$ cat src/rtl/prog_mem_loader.sv
// Framed byte-stream loader for program memory: parses sync/address/count/data/checksum,
// writes assembled instruction words at auto-incrementing addresses and stalls the core meanwhile.
module prog_mem_loader #(
  parameter int INST_WIDTH = 12,
  parameter int ADDR_WIDTH = 9,
  parameter int TIMEOUT    = 1024
) (
  input  logic                  clk,
  input  logic                  rst_n,
  input  logic [7:0]            rx_data,
  input  logic                  rx_valid,
  output logic                  rx_ready,
  output logic                  mem_we,
  output logic [ADDR_WIDTH-1:0] mem_addr,
  output logic [INST_WIDTH-1:0] mem_wdata,
  output logic                  core_hold,
  output logic                  done,
  output logic                  err
);

  localparam int TW  = $clog2(TIMEOUT + 1);
  localparam int AHW = (ADDR_WIDTH > 8) ? ADDR_WIDTH - 8 : 1;
  localparam int DHW = INST_WIDTH - 8;

  typedef enum logic [2:0] {
    S_IDLE, S_ADDR_H, S_ADDR_L, S_CNT_H, S_CNT_L, S_DATA_H, S_DATA_L, S_CSUM
  } state_t;

  state_t                r_state, w_state_nxt;
  logic [AHW-1:0]        r_addr_h;
  logic [ADDR_WIDTH-1:0] r_addr;
  logic [7:0]            r_cnt_h;
  logic [15:0]           r_cnt;
  logic [DHW-1:0]        r_data_h;
  logic [INST_WIDTH-1:0] r_wdata;
  logic [7:0]            r_sum;
  logic [TW-1:0]         r_tmo;
  logic                  r_we, r_hold, r_done, r_err;

  logic                  w_xfer, w_sync, w_csum_chk, w_sum_en, w_wr, w_tmo_hit;
  logic [15:0]           w_cnt_ld;
  logic [ADDR_WIDTH-1:0] w_addr_ld;
  logic [INST_WIDTH-1:0] w_word;

  // No backpressure: every valid byte is a transfer.
  assign rx_ready  = 1'b1;
  assign w_xfer    = rx_valid;
  assign w_sync    = w_xfer && (r_state == S_IDLE) && (rx_data == 8'hA5);
  assign w_csum_chk = w_xfer && (r_state == S_CSUM);
  assign w_sum_en  = w_xfer && (r_state != S_IDLE) && (r_state != S_CSUM);
  assign w_wr      = w_xfer && (r_state == S_DATA_L);
  assign w_tmo_hit = (r_state != S_IDLE) && !w_xfer && (r_tmo == TW'(TIMEOUT - 1));
  assign w_cnt_ld  = {r_cnt_h, rx_data};
  assign w_word    = {r_data_h, rx_data};

  generate
    if (ADDR_WIDTH > 8) begin : g_addr_wide
      assign w_addr_ld = {r_addr_h, rx_data};
    end else begin : g_addr_narrow
      assign w_addr_ld = rx_data[ADDR_WIDTH-1:0];
    end
  endgenerate

  always_ff @(posedge clk or negedge rst_n) begin
    if (!rst_n) r_state <= S_IDLE;
    else        r_state <= w_state_nxt;
  end

  always_comb begin
    w_state_nxt = r_state;
    if (w_tmo_hit) begin
      w_state_nxt = S_IDLE;
    end else if (w_xfer) begin
      case (r_state)
        S_IDLE:   if (rx_data == 8'hA5) w_state_nxt = S_ADDR_H;
        S_ADDR_H: w_state_nxt = S_ADDR_L;
        S_ADDR_L: w_state_nxt = S_CNT_H;
        S_CNT_H:  w_state_nxt = S_CNT_L;
        S_CNT_L:  w_state_nxt = (w_cnt_ld == 16'd0) ? S_CSUM : S_DATA_H;
        S_DATA_H: w_state_nxt = S_DATA_L;
        S_DATA_L: w_state_nxt = (r_cnt == 16'd1) ? S_CSUM : S_DATA_H;
        S_CSUM:   w_state_nxt = S_IDLE;
        default:  w_state_nxt = S_IDLE;
      endcase
    end
  end

  always_ff @(posedge clk or negedge rst_n) begin
    if (!rst_n) begin
      r_addr_h <= '0;
      r_addr   <= '0;
      r_cnt_h  <= '0;
      r_cnt    <= '0;
      r_data_h <= '0;
      r_wdata  <= '0;
      r_sum    <= '0;
      r_tmo    <= '0;
      r_we     <= 1'b0;
      r_hold   <= 1'b0;
      r_done   <= 1'b0;
      r_err    <= 1'b0;
    end else begin
      r_we   <= w_wr;
      r_done <= w_csum_chk && (r_sum == rx_data);

      // Post-write increment; an address load can never coincide with a pending write.
      if (r_we) r_addr <= r_addr + 1'b1;

      if (w_xfer) begin
        case (r_state)
          S_ADDR_H: r_addr_h <= rx_data[AHW-1:0];
          S_ADDR_L: r_addr   <= w_addr_ld;
          S_CNT_H:  r_cnt_h  <= rx_data;
          S_CNT_L:  r_cnt    <= w_cnt_ld;
          S_DATA_H: r_data_h <= rx_data[DHW-1:0];
          S_DATA_L: begin
            r_wdata <= w_word;
            r_cnt   <= r_cnt - 16'd1;
          end
          default: ;
        endcase
      end

      if (w_sync)        r_sum <= 8'd0;
      else if (w_sum_en) r_sum <= r_sum + rx_data;

      if ((r_state == S_IDLE) || w_xfer || w_tmo_hit) r_tmo <= '0;
      else                                           r_tmo <= r_tmo + 1'b1;

      if (w_sync) begin
        r_err  <= 1'b0;
        r_hold <= 1'b1;
      end else if (w_csum_chk) begin
        r_hold <= 1'b0;
        if (r_sum != rx_data) r_err <= 1'b1;
      end else if (w_tmo_hit) begin
        r_hold <= 1'b0;
        r_err  <= 1'b1;
      end
    end
  end

  assign mem_we    = r_we;
  assign mem_addr  = r_addr;
  assign mem_wdata = r_wdata;
  assign core_hold = r_hold;
  assign done      = r_done;
  assign err       = r_err;

endmodule

$ cat config.mk
export PLATFORM = sky130hd
export DESIGN_NAME = prog_mem_loader
export DESIGN_NICKNAME = d
export VERILOG_FILES = /design/src/rtl/prog_mem_loader.sv
export SDC_FILE = /design/constraint.sdc
export NUM_CORES = 1
export LEC_CHECK = 0
export ABC_AREA = 1
export BUFFER_PORTS_ARGS = -buffer_cell sky130_fd_sc_hd__buf_2
export CORE_MARGIN = 5
export CORE_UTILIZATION = 54
export DETAILED_ROUTE_END_ITERATION = 10
export PLACE_DENSITY = 0.86
export SLEW_MARGIN = 0
export SYNTH_ARGS = -nofsm -noshare
export SYNTH_HDL_FRONTEND = slang
export SYNTH_SLANG_ARGS = --single-unit
$ cat constraint.sdc
create_clock -name clk -period 1.4 [get_ports clk]
set_input_delay 0.28 -clock clk [delete_from_list [all_inputs] [get_ports clk]]
set_output_delay 0.28 -clock clk [all_outputs]
set_load 0.03 [all_outputs]
==> results of run 1 <==
[path summary, 6_finish.rpt]
check | end | slack [ns] | cells past startpoint
setup / recovery | r_tmo[10] | -0.22 | 6
setup reg to reg | r_tmo[10] | -0.22 | 6
hold reg to reg | mem_wdata[1] | 0.49 | 2
hold / removal | mem_addr[7] | 0.27 | 3
min in group asynchronous | mem_addr[6] | 0.36 | 2
max in group asynchronous | r_cnt[3] | 0.50 | 3
[worst reg2reg max path: stages (launching register included)]
cell and delay [ns]:
dfrtp_2 0.45, ha_4 0.19, buf_4 0.14, nand3_2 0.10
nor2_4 0.06, buf_4 0.12, nor4_1 0.39
[layout by cell type, fill, tap and decap left out, drive strengths merged, types with 2 or more instances in the layout]
cell type  count
o211ai         2
o21a           3
nand3         52
nor2          59
xor2           8
clkinvlp       4
xnor2          3
ha            11
inv           67
nand4         11
nor3           5
clkbuf        11
o22ai          4
nand2        152
dfrtp         76
o21ai         52
a21oi         24
or2            5
buf          131
[flip-flops by register name, summed over array words and instances, names as in the netlist]
signal     cells
r_state        3
r_cnt         16
core_hold      1
r_tmo         11
mem_addr       9
r_cnt_h        8
r_sum          8
r_data_h       4
mem_we         1
done           1
r_addr_h       1
mem_wdata     12
err            1
[through the flow]
step,utilization (%),cells,worst slack (ns),TNS [ns],hold slack [ns]
floorplan,-,554,-0.02769,-0.02842,-0.01559
global placement,65.71,750,-0.09480,-0.4862,0.1763
detailed placement,65.71,750,-0.1453,-1.643,0.1791
CTS,70.44,772,-0.04870,-0.07840,0.2600
global route,77.70,791,-0.3348,-5.691,0.2743
finish,77.70,791,-0.2184,-2.122,0.2684
[synth_stat cells (2+ instances only)]
| cell type | n | area share (%) |
|---|---|---|
| a21oi_1 | 23 | 2.7 |
| buf_2 | 5 | 0.59 |
| buf_4 | 2 | 0.35 |
| buf_6 | 5 | 1.3 |
| clkbuf_1 | 2 | 0.18 |
| dfrtp_1 | 76 | 45 |
| ha_1 | 11 | 3.2 |
| inv_1 | 60 | 5.3 |
| inv_2 | 6 | 0.53 |
| nand2_1 | 150 | 13 |
| nand2_2 | 2 | 0.29 |
| nand3_1 | 50 | 5.9 |
| nand3_2 | 2 | 0.47 |
| nand4_1 | 11 | 1.6 |
| nor2_1 | 54 | 4.8 |
| nor2_2 | 3 | 0.44 |
| nor3_1 | 5 | 0.59 |
| o211ai_1 | 2 | 0.35 |
| o21a_1 | 3 | 0.53 |
| o21ai_0 | 35 | 4.1 |
| o21ai_1 | 7 | 0.82 |
| o21ai_2 | 10 | 2.1 |
| o22ai_1 | 4 | 0.59 |
| or2_2 | 5 | 0.73 |
| xnor2_1 | 3 | 0.62 |
| xor2_1 | 8 | 1.6 |
[routing by layer]
layer	wire length, µm	global-route usage [%]
met1	5252	30.19
met2	7178	40.75
met3	1153	5.308
met4	1106	15.02
met5	0	0
[power by group through the flow]
stage,Sequential [mW],Combinational (mW),Clock [mW]
global placement,3.75,4.64,0
detailed placement,3.81,4.86,0
finish,4.05,6.19,1.57
global route,4.12,6.70,1.69
CTS,3.82,5.16,1.54
floorplan,4.25,2.62,0
[timing repair]
item	CTS	global route
hold endpoints to repair	19	0
resized for setup	34	117
setup buffers	5	18
cloned	0	1
hold buffers	1	0
pin swaps	10	23
endpoints found under the setup margin	38	62
[layout make-up]
type	instances	area [µm²]	area share, %
clock buffers	10	127.6	2.137
clock inverters	6	47.55	0.7960
inverters	66	275.3	4.608
multi-input cells	398	2487	41.64
flip-flops and latches	76	1917	32.09
well taps	102	127.6	2.137
repair buffers	133	991.0	16.59
[cell families after synthesis]
family	after synthesis	synth area share (%)
other	1	0.08810
AO/OA/AOI/OAI	87	11.70
multiplexers	1	0.2352
XOR/XNOR	11	2.264
AND/OR/NAND/NOR	286	29.07
flip-flops	76	44.68
buffers and inverters	80	8.260
adder cells (fa/ha/maj)	12	3.704
==> flow_summary.ini, run 1 <==
[synth]
ys.flop_type = dfrtp_1
synth-seq-cells = 76
synth_cells = 554
postSynthAreaPerCell_um2 = 7.683
synth-edff-count = 0
yosysSeqAreaShare_pct = 44.68
syn_nets = 577
synthDistinctLibCells = 36
netlist_area_um2 = 4257
ys_warn_count = 0
synthArstFlopShare_pct = 100.0

[timing]
fin_ws_ns = -0.2184
rsz0062_at_grt = yes
hold_viol = 0
worstMarginPinSlew_ns = 0.5138
layout_min_cycle_time_ns = 1.618
slew_headroom_pct = 65.43
finalMaxSlewViolations = 0
clock_skew_ns = 0.01150
setup_violations = 49
fmax_mhz = 617.9
fin_crit_sh_pct = 115.6

[placement]
gp_congestion = 0.8960
post_dp_cell_area_um2 = 5051
io_buffers = 35
dp_hpwl_um = 8251

[power_and_ir_drop]
p_clk_share_pct = 13.3
p_total_mw = 11.81
p_leak_nw = 2.888
p_sw_share_pct = 46.81
peakVddDrop_mv = 1.247
net-switching-power_mw = 5.526
intPower_mw = 6.280
powerDensity_nw_per_um2 = 1976
pwr-share-comb_pct = 52.4
seqPwrFrac_pct = 34.3

[clock_tree]
h-tree-depth = 3
cts_buffers = 9
clock_sinks = 76
clockBufferDepth = 2
cts_root_buf = clkbuf_8
cts_tree = yes
cts.reportedPaths.clkPinSlew_ns = 0.09
insertion_delay_ns = 0.37

[job]
maxCapViolations = 0

[drt]
vias_per_cell = 5.887
post_drt_wl_per_cell_um = 18.57
drt-total-wl_um = 14690
ant_nets = 0
first_pass_iters = 7
route.detailed.drc = 0
drt_iter0_markers = 365
via_count = 4657

[layout]
drive_gt1_share_pct = 39.19
nets = 707
area_delta_synth_final_pct = 40.33
nFillCells = 475
antennaDiodeCount = 0
design_area_um2 = 5973

[floorplanning]
die_x_um = 98.79
start_util_pct = 55.37
ioPinCount = 37
core_um2 = 7687
die_y_um = 98.79
die_area_um2 = 9758
fp-row-count = 32

[global_route]
overflow = 0
grt_use_total_pct = 24.95
first_global_vias = 4216
grt_pass1_wl_um = 19620
grt_max_degree = 43
antenna_found_initial = 0

[setup_path]
crit_required_ns = 1.60
startpoint = r_tmo[0]
cp-start-kind = flip-flop
path_common_cell = buf_4
crit_type = reg -> reg
crit_family = simple AND/OR/NAND/NOR gates
r2r-start = r_tmo[0]
crit_buf_inv = 2
slowest_delay_ns = 0.45
crit_path_end_kind = flip-flop
cp_max_fo = 3
cp.arrival_ns = 1.82
slowest_stage = dfrtp_2
cp_cell_sequence = ha_4 -> buf_4 -> nand3_2 -> nor2_4 -> buf_4 -> nor4_1

[worst_hold_path]
hold_path.class = in -> reg
hp-start = rx_data[7]

[run_status]
status = finished with violations
violations = setup timing
Note: power is estimated with default switching activity, not from simulation.
==> inputs of run 2 (changes only) <==
Settings changed: CORE_UTILIZATION 54 to 45, PLACE_DENSITY 0.86 to 0.75, TNS_END_PERCENT from default to 50.
==> flow_summary.ini, run 2 (synthesized netlist as in run 1, its figures left out) <==
[layout]
regMostFlops = r_cnt
drive_gt1_share_pct = 36.97
nets = 697
antennaDiodeCount = 0
final_cell_mix = 134 x nand2_1, 80 x buf_4, 67 x dfrtp_1
design_area_um2 = 5864
final_util_pct = 63.47
final_cells = 808
largest_register_ffs = 16
mostFrequentLayoutCell = nand2_1
area_delta_synth_final_pct = 37.77

[floorplanning]
fp-row-count = 35
die_x_um = 107.3
core_um2 = 9240
ioPinCount = 37
die_area_um2 = 11500
start_util_pct = 46.07
die_y_um = 107.3

[timing]
hold_viol = 0
rsz0062_at_grt = yes
setup_violations = 6
clock_skew_ns = 0.01283
finalMaxSlewViolations = 0
fmax_mhz = 668.2
fin_ws_ns = -0.09662
hold_ws_ns = 0.2484
fin_crit_sh_pct = 106.9
layout_min_cycle_time_ns = 1.497

[clock_tree]
h-tree-depth = 3
cts_tree = yes
insertion_delay_ns = 0.37
cts.reportedPaths.clkPinSlew_ns = 0.09
cts_root_buf = clkbuf_8
clockBufferDepth = 2
clock_sinks = 76
cts_buffers = 9

[placement]
post_dp_cell_area_um2 = 5092
dp_hpwl_um = 8194
gp_congestion = 0.9211
io_buffers = 35
dp_cells = 778

[worst_hold_path]
whs_endpoint = mem_addr[7]
min_path_cells = 3
hp-start = rx_data[7]
hold_path.class = in -> reg

[run_status]
status = finished with violations
violations = setup timing

[power_and_ir_drop]
peakVddDrop_mv = 1.196
p_clk_share_pct = 16.7
p_leak_nw = 2.849
net-switching-power_mw = 5.173
seqPwrFrac_pct = 33.9
powerDensity_nw_per_um2 = 2004
intPower_mw = 6.577
pwr-share-comb_pct = 49.4
p_sw_share_pct = 44.03

[setup_path]
cp-start-kind = flip-flop
timing.rr.end = r_sum[6]
cp_cell_sequence = ha_2 -> inv_2 -> fa_2 -> inv_2 -> nand4_1 -> nand3_1 -> nand2_1 -> nand3_1 -> nand2_1
cp.arrival_ns = 1.77
crit_required_ns = 1.67
slowest_stage = dfrtp_1
r2r-start = r_sum[0]
crit_family = adder cells
crit_path_end_kind = flip-flop
r2r_slack_ns = -0.1
crit_buf_inv = 2
crit_type = reg -> reg
cp_max_fo = 2
slowest_delay_ns = 0.37
r2r_cells = 9

[drt]
first_pass_iters = 5
vias_per_cell = 5.243
via_count = 4236
drt_iter0_markers = 180
ant_nets = 0
route.detailed.drc = 0
drt-total-wl_um = 12040
post_drt_wl_per_cell_um = 14.90

[global_route]
overflow = 0
antenna_found_initial = 0
grt_use_total_pct = 20.16
grt_max_degree = 32
first_global_vias = 4088
grt_pass1_wl_um = 18580

[job]
maxCapViolations = 0
run 2: routing by layer:
metal  vias to the layer above  track usage, %  routed length (µm)
met5                         -               0                   0
met4                         0           9.224                 457
met3                        44           4.079                 669
met2                       124           34.00                6157
met1                      2031           24.78                4757
li1                       2037               -                   -
run 2: final cells by class:
cell class / count / area (µm²)
Multi-Input combinational cell: 398 / 2429
Inverter: 66 / 262.8
Fill cell: 753 / 3376
Timing Repair inverter: 1 / 7.507
Sequential cell: 76 / 1913
Clock buffer: 9 / 123.9
Tap cell: 129 / 161.4
Timing Repair Buffer: 122 / 862.1
Clock inverter: 7 / 105.1
run 2: how the worst max path moves through the flow:
| stage | startpoint | end | cells past startpoint |
|---|---|---|---|
| floorplan | r_sum[2] | r_sum[5] | 8 |
| global placement | rx_data[4] | r_sum[5] | 8 |
| detailed placement | rx_data[4] | r_sum[5] | 8 |
| CTS | r_sum[0] | r_sum[4] | 9 |
| global route | r_sum[0] | r_sum[4] | 9 |
| finish | r_sum[0] | r_sum[6] | 9 |
run 2: timing repair:
action | CTS | global route
hold buffers | 1 | 0
pin swaps | 6 | 18
endpoints found under the setup margin | 40 | 60
resized for setup | 24 | 97
buffers inserted | 2 | 9
hold endpoints to repair | 23 | 0
gates cloned | 0 | 2
run 2: metrics by stage:
step | total power [mW] | TNS (ns) | setup WS (ns)
CTS | 10.83 | -0.1907 | -0.05067
floorplan | 6.867 | -0.03239 | -0.02769
global route | 12.57 | -1.680 | -0.1640
global placement | 8.389 | -0.8239 | -0.08908
finish | 11.75 | -0.2546 | -0.09662
detailed placement | 8.587 | -1.793 | -0.1229
run 2: tightest hold or removal path, cell delays in order:
cell,delay [ns]
buf_2,0.15
nor2_1,0.11
a21oi_1,0.04
run 2: power by group through the flow:
stage,Sequential [mW],Clock (mW),Combinational (mW)
after floorplan,4.25,0,2.62
after global placement,3.74,0,4.65
after detailed placement,3.79,0,4.80
after CTS,3.79,1.99,5.05
after global routing,4.10,2.08,6.40
final,3.98,1.96,5.81
